===== src/rtl/usb_tx_pkt.sv =====
// USB packet content serializer: PID byte, payload and CRC16, LSB first,
// handed to the low-level TX stage one bit per ll_ack.
module usb_tx_pkt (
    input  logic       clk,
    input  logic       rst,
    input  logic       pkt_start,
    output logic       pkt_done,
    input  logic [3:0] pkt_pid,
    input  logic [9:0] pkt_len,
    input  logic [7:0] pkt_data,
    output logic       pkt_data_ack,
    output logic       ll_start,
    output logic       ll_bit,
    output logic       ll_last,
    input  logic       ll_ack,
    input  logic       ll_done
);

    typedef enum logic [2:0] {S_IDLE, S_PID, S_DATA, S_CRC, S_WAIT} state_t;

    state_t      state, state_nxt;
    logic [3:0]  pid_q, pid_nxt;
    logic [9:0]  byte_cnt, byte_cnt_nxt;
    logic [3:0]  bit_cnt, bit_cnt_nxt;
    logic [15:0] shift, shift_nxt;
    logic [15:0] crc, crc_nxt, crc_step;
    logic        ll_start_nxt, pkt_done_nxt;
    logic        is_data;

    function automatic logic [15:0] crc16_step(input logic [15:0] c, input logic b);
        logic fb;
        fb = c[0] ^ b;
        return (c >> 1) ^ (fb ? 16'hA001 : 16'h0000);
    endfunction

    assign is_data  = (pid_q[1:0] == 2'b11);
    assign crc_step = crc16_step(crc, shift[0]);
    assign ll_bit   = (state == S_PID || state == S_DATA || state == S_CRC) ? shift[0] : 1'b0;
    assign ll_last  = (state == S_PID && bit_cnt == 4'd7 && !is_data) ||
                      (state == S_CRC && bit_cnt == 4'd15);

    always_comb begin
        state_nxt    = state;
        pid_nxt      = pid_q;
        byte_cnt_nxt = byte_cnt;
        bit_cnt_nxt  = bit_cnt;
        shift_nxt    = shift;
        crc_nxt      = crc;
        pkt_data_ack = 1'b0;
        ll_start_nxt = 1'b0;
        pkt_done_nxt = 1'b0;
        case (state)
            S_IDLE: begin
                if (pkt_start) begin
                    pid_nxt      = pkt_pid;
                    byte_cnt_nxt = pkt_len;
                    shift_nxt    = {8'h00, ~pkt_pid, pkt_pid};
                    bit_cnt_nxt  = 4'd0;
                    crc_nxt      = 16'hFFFF;
                    ll_start_nxt = 1'b1;
                    state_nxt    = S_PID;
                end
            end
            S_PID: begin
                if (ll_ack) begin
                    shift_nxt   = shift >> 1;
                    bit_cnt_nxt = bit_cnt + 4'd1;
                    if (bit_cnt == 4'd7) begin
                        bit_cnt_nxt = 4'd0;
                        if (!is_data) begin
                            state_nxt = S_WAIT;
                        end else if (byte_cnt == 10'd0) begin
                            shift_nxt = ~crc;
                            state_nxt = S_CRC;
                        end else begin
                            shift_nxt    = {8'h00, pkt_data};
                            pkt_data_ack = 1'b1;
                            byte_cnt_nxt = byte_cnt - 10'd1;
                            state_nxt    = S_DATA;
                        end
                    end
                end
            end
            S_DATA: begin
                if (ll_ack) begin
                    crc_nxt     = crc_step;
                    shift_nxt   = shift >> 1;
                    bit_cnt_nxt = bit_cnt + 4'd1;
                    // The CRC image must already include the byte's last bit.
                    if (bit_cnt == 4'd7) begin
                        bit_cnt_nxt = 4'd0;
                        if (byte_cnt != 10'd0) begin
                            shift_nxt    = {8'h00, pkt_data};
                            pkt_data_ack = 1'b1;
                            byte_cnt_nxt = byte_cnt - 10'd1;
                        end else begin
                            shift_nxt = ~crc_step;
                            state_nxt = S_CRC;
                        end
                    end
                end
            end
            S_CRC: begin
                if (ll_ack) begin
                    shift_nxt   = shift >> 1;
                    bit_cnt_nxt = bit_cnt + 4'd1;
                    if (bit_cnt == 4'd15) begin
                        bit_cnt_nxt = 4'd0;
                        state_nxt   = S_WAIT;
                    end
                end
            end
            S_WAIT: begin
                if (ll_done) begin
                    pkt_done_nxt = 1'b1;
                    state_nxt    = S_IDLE;
                end
            end
            default: state_nxt = S_IDLE;
        endcase
    end

    always_ff @(posedge clk or posedge rst) begin
        if (rst) begin
            state    <= S_IDLE;
            byte_cnt <= 10'd0;
            bit_cnt  <= 4'd0;
            ll_start <= 1'b0;
            pkt_done <= 1'b0;
        end else begin
            state    <= state_nxt;
            byte_cnt <= byte_cnt_nxt;
            bit_cnt  <= bit_cnt_nxt;
            ll_start <= ll_start_nxt;
            pkt_done <= pkt_done_nxt;
        end
    end

    // Datapath registers carry no reset; outputs derived from them are gated by state.
    always_ff @(posedge clk) begin
        pid_q <= pid_nxt;
        shift <= shift_nxt;
        crc   <= crc_nxt;
    end

endmodule


===== config.mk =====
export PLATFORM = sky130hd
export DESIGN_NAME = usb_tx_pkt
export DESIGN_NICKNAME = d
export VERILOG_FILES = /design/src/rtl/usb_tx_pkt.sv
export SDC_FILE = /design/constraint.sdc
export NUM_CORES = 1
export LEC_CHECK = 0
export CAP_MARGIN = 10
export CORE_MARGIN = 4
export CORE_UTILIZATION = 53
export CTS_BUF_LIST = sky130_fd_sc_hd__clkbuf_2 sky130_fd_sc_hd__clkbuf_4 sky130_fd_sc_hd__clkbuf_8
export DETAILED_ROUTE_END_ITERATION = 6
export PLACE_DENSITY_LB_ADDON = 0.1
export SYNTH_ARGS = -nofsm -noshare
export SYNTH_HDL_FRONTEND = slang
export SYNTH_SLANG_ARGS = --single-unit

===== constraint.sdc =====
create_clock -name clk -period 2.9 [get_ports clk]
set_input_delay 0.58 -clock clk [delete_from_list [all_inputs] [get_ports clk]]
set_output_delay 0.58 -clock clk [all_outputs]
set_load 0.01 [all_outputs]

==> metrics.txt <==
# TYPE chip_impl_metric gauge
chip_impl_metric{name="die_height",unit="µm"} 81.9
chip_impl_metric{name="port-buffer-count",unit=""} 31
chip_impl_info{name="grt_setup_unrepaired",value="no"} 1
chip_impl_metric{name="diodes",unit=""} 0
chip_impl_metric{name="final_cycle_utilization_of_the_critical_path",unit="%"} 95.5
chip_impl_metric{name="post_synth_inst_count",unit=""} 285
chip_impl_info{name="holdCritPathClass",value="reg -> reg"} 1
chip_impl_metric{name="drc",unit=""} 0
chip_impl_metric{name="clkSinkCount",unit=""} 53
chip_impl_metric{name="synth.ff_latch_count",unit=""} 53
chip_impl_metric{name="fin_cells",unit=""} 397
chip_impl_metric{name="route.detailed.wl_per_inst",unit="µm"} 16.3
chip_impl_info{name="mostFrequentLayoutCell",value="sky130_fd_sc_hd__nand2_1"} 1
chip_impl_metric{name="die_width",unit="µm"} 81.9
chip_impl_metric{name="cts_max_level",unit=""} 2
chip_impl_metric{name="ctsHoldBuffers",unit=""} 0
chip_impl_metric{name="placed_cells",unit=""} 389
chip_impl_metric{name="drt_iter0_drc",unit=""} 192
chip_impl_metric{name="p_per_area",unit="mW/mm²"} 1050
chip_impl_metric{name="leakage_power",unit="µW"} 0.00126
chip_impl_metric{name="hold_violations",unit=""} 0
chip_impl_metric{name="holdPathStages",unit=""} 1
chip_impl_metric{name="worst_r2r_path_depth",unit=""} 8
chip_impl_metric{name="grt.total_usage",unit="%"} 21.6
chip_impl_metric{name="clk_path_buf_depth",unit=""} 2
chip_impl_info{name="synth_top_cells_by_area",value="sky130_fd_sc_hd__edfxtp_1 (35%), sky130_fd_sc_hd__dfrtp_1 (16%), sky130_fd_sc_hd__nand2_1 (4.5%)"} 1
chip_impl_metric{name="hpwl_dp",unit="µm"} 4630
chip_impl_metric{name="global_route_wire_length_before_repair",unit="µm"} 11100
chip_impl_metric{name="detail_route.vias_per_cell",unit=""} 5.91
chip_impl_metric{name="layout_setup_ws",unit="ns"} 0.130
chip_impl_metric{name="finalNetCount",unit=""} 355
chip_impl_metric{name="fmax",unit="MHz"} 361
chip_impl_metric{name="grt_max_degree",unit=""} 24
chip_impl_metric{name="fin_skew",unit="ns"} 0.00841
chip_impl_info{name="synth_top_area_cell",value="sky130_fd_sc_hd__edfxtp_1"} 1
chip_impl_metric{name="worst_reg_to_reg_setup_slack",unit="ns"} 0.46
chip_impl_info{name="timing.critical_path.to_type",value="output port"} 1
chip_impl_metric{name="max_slew_margin",unit="%"} 47.6
chip_impl_metric{name="postSynthAreaPerCell",unit="µm²"} 10.1
chip_impl_metric{name="worstPathMaxFanout",unit=""} 2
chip_impl_metric{name="final-max-slew-violation-count",unit=""} 0
chip_impl_metric{name="vias",unit=""} 2347
chip_impl_metric{name="syn_area",unit="mm²"} 0.00289
chip_impl_metric{name="n_fill_cell",unit=""} 435
chip_impl_metric{name="fin_crit",unit="ns"} 2.77
chip_impl_info{name="cts.root.buffer_cell",value="sky130_fd_sc_hd__clkbuf_8"} 1
chip_impl_metric{name="cts_buffers",unit=""} 5
chip_impl_metric{name="grt_overflow",unit=""} 0
chip_impl_metric{name="timing.final.setup_violations",unit=""} 0
chip_impl_metric{name="fp.dieArea",unit="mm²"} 0.00670
chip_impl_metric{name="detailedPlace.worstSlack",unit="ns"} -0.172
chip_impl_metric{name="clock_latency_late_sink",unit="ns"} 0.31
chip_impl_metric{name="finalSetupTns",unit="ns"} 0
chip_impl_metric{name="synthArstFlopShare",unit="%"} 35.8
chip_impl_info{name="most-common-layout-cells",value="sky130_fd_sc_hd__nand2_1 (35), sky130_fd_sc_hd__edfxtp_1 (34), sky130_fd_sc_hd__clkdlybuf4s50_1 (30)"} 1
chip_impl_metric{name="gp_congestion",unit=""} 0.854
chip_impl_metric{name="seq_area_frac_synth",unit="%"} 51.8
chip_impl_metric{name="finalWirelength",unit="µm"} 6470
chip_impl_metric{name="multi_input_area",unit="mm²"} 0.00129
chip_impl_metric{name="first_global_vias",unit=""} 2275
chip_impl_metric{name="seqCellArea",unit="mm²"} 0.00150
chip_impl_metric{name="peakVddDrop",unit="mV"} 0.488
chip_impl_metric{name="timing.critical_path.arrival",unit="ns"} 2.19
chip_impl_metric{name="coreArea",unit="mm²"} 0.00520
chip_impl_metric{name="clk_transition_reported_paths",unit="ns"} 0.09
chip_impl_metric{name="initial_core_util",unit="%"} 55.6
chip_impl_metric{name="area.growth.synth_to_final",unit="%"} 20.0
chip_impl_info{name="class_of_the_most_critical_setup_path",value="in -> out"} 1
chip_impl_metric{name="synthesis.yosys.warnings",unit=""} 0
chip_impl_metric{name="maxcap_viol_count",unit=""} 0
chip_impl_info{name="result_of_the_run",value="finished, final reports clean"} 1
chip_impl_metric{name="syn_nets",unit=""} 314
chip_impl_metric{name="netlist.area_leader.share",unit="%"} 35.3
chip_impl_metric{name="boundaryPins",unit=""} 32
chip_impl_metric{name="cp.required",unit="ns"} 2.32
chip_impl_metric{name="1st_pass_router_iterations",unit=""} 5
chip_impl_metric{name="rows",unit=""} 26
chip_impl_info{name="cts_tree",value="done"} 1
chip_impl_metric{name="number_of_flops_mapped_to_enable_cells_by_yosys",unit=""} 34
chip_impl_metric{name="post_synth_num_cell_types",unit=""} 58
chip_impl_metric{name="number_of_antenna_violations_at_the_first_check_in_global_routing",unit=""} 0
chip_impl_info{name="start_kind",value="input port"} 1
chip_impl_metric{name="final_antenna_net_count",unit=""} 0
chip_impl_info{name="primary_flip_flop_cell_chosen_by_synthesis_mapping",value="sky130_fd_sc_hd__edfxtp_1"} 1
chip_impl_metric{name="fraction_of_layout_instances_using_a_drive_strength_above_1",unit="%"} 15.0
chip_impl_metric{name="tightestPinTransition",unit="ns"} 0.786
worst max-delay path, cell delays in order:
cell and delay (ns):
sky130_fd_sc_hd__clkdlybuf4s50_1 0.47, sky130_fd_sc_hd__or4b_4 0.49, sky130_fd_sc_hd__o31ai_4 0.09, sky130_fd_sc_hd__o22ai_4 0.11, sky130_fd_sc_hd__nor3b_1 0.17, sky130_fd_sc_hd__dlygate4sd2_1 0.29
per-stage QoR:
step / hold WS [ns] / total power (µW) / util, % / area [µm²]
6_report: 0.535 / 3650 / 66.7 / 3470
5_1_grt: 0.560 / 3940 / 66.7 / 3470
4_1_cts: 0.539 / 3670 / 66.7 / 3470
3_5_place_dp: 0.519 / 3150 / 64.5 / 3360
3_3_place_gp: 0.495 / 3110 / 64.5 / 3360
2_1_floorplan: 0.478 / 2600 / - / 2890
timing repair:
item	4_1_cts	5_1_grt
setup buffers	0	0
setup endpoints to repair	1	0
resized for setup	1	0
metal layers:
layer	track usage [%]	wire length (µm)	up-vias
met2	35.1	2990	81
met3	3.95	391	10
met4	4.65	92	0
met5	0	0	-
li1	-	-	1157
met1	30.1	2990	1099
final timing paths:
kind / startpoint / to
setup / recovery: pkt_start / pkt_data_ack
hold / removal: bit_cnt[0] / bit_cnt[0]
setup reg to reg: byte_cnt[0] / byte_cnt[1]
hold reg to reg: bit_cnt[0] / bit_cnt[0]
max in group asynchronous: rst / bit_cnt[0]
min in group asynchronous: rst / state[0]
state kept, by name (all words and copies together), names as in the netlist:
register  flops
bit_cnt       4
crc          16
pkt_done      1
ll_start      1
pid_q         2
byte_cnt     10
shift        16
state         3
logic make-up (layout without fill, tap and decap cells):
| kind of cell | Yosys count | after routing | synth area share (%) |
|---|---|---|---|
| and+or+nand+nor | 111 | 111 | 20.6 |
| AOI/OAI and AO/OA | 86 | 86 | 20.6 |
| DFF | 53 | 53 | 51.8 |
| buffers and inverters | 25 | 67 | 3.51 |
| xor gates and xnor gates | 4 | 4 | 1.21 |
| muxes | 4 | 4 | 1.43 |
| adders and majority gates | 2 | 2 | 0.865 |
report_power, final:
group / leakage (µW) / internal, µW / switching (µW)
clock network: 0.0000588 / 269 / 249
logic: 0.000663 / 707 / 973
registers: 0.000535 / 1240 / 221
total: 0.00126 / 2210 / 1440
final cells by class:
type                       count  share of cell area [%]
sequential                    53                    43.1
multi-input combinational    207                    37.3
timing repair buffer          48                    12.6
tap                           70                    2.52
clock buffer                   6                    2.20
inverter                      11                    1.19
clock inverter                 2                    1.12
synth_stat cells (4+ instances only):
cell	number
sky130_fd_sc_hd__nand4_1	5
sky130_fd_sc_hd__buf_2	6
sky130_fd_sc_hd__o221ai_1	4
sky130_fd_sc_hd__inv_1	11
sky130_fd_sc_hd__dfrtp_1	19
sky130_fd_sc_hd__nor2_1	15
sky130_fd_sc_hd__o22ai_1	4
sky130_fd_sc_hd__a21oi_1	15
sky130_fd_sc_hd__or2_2	15
sky130_fd_sc_hd__edfxtp_1	34
sky130_fd_sc_hd__nand2_1	35
sky130_fd_sc_hd__a31oi_1	7
sky130_fd_sc_hd__a22oi_1	9
sky130_fd_sc_hd__clkbuf_1	8
sky130_fd_sc_hd__and3_1	5
sky130_fd_sc_hd__o21ai_0	20
sky130_fd_sc_hd__nor3_1	5
sky130_fd_sc_hd__a2bb2oi_1	5
sky130_fd_sc_hd__nand3_1	6
sky130_fd_sc_hd__nand2b_1	4
No activity file was read; power rests on OpenSTA's default activity.
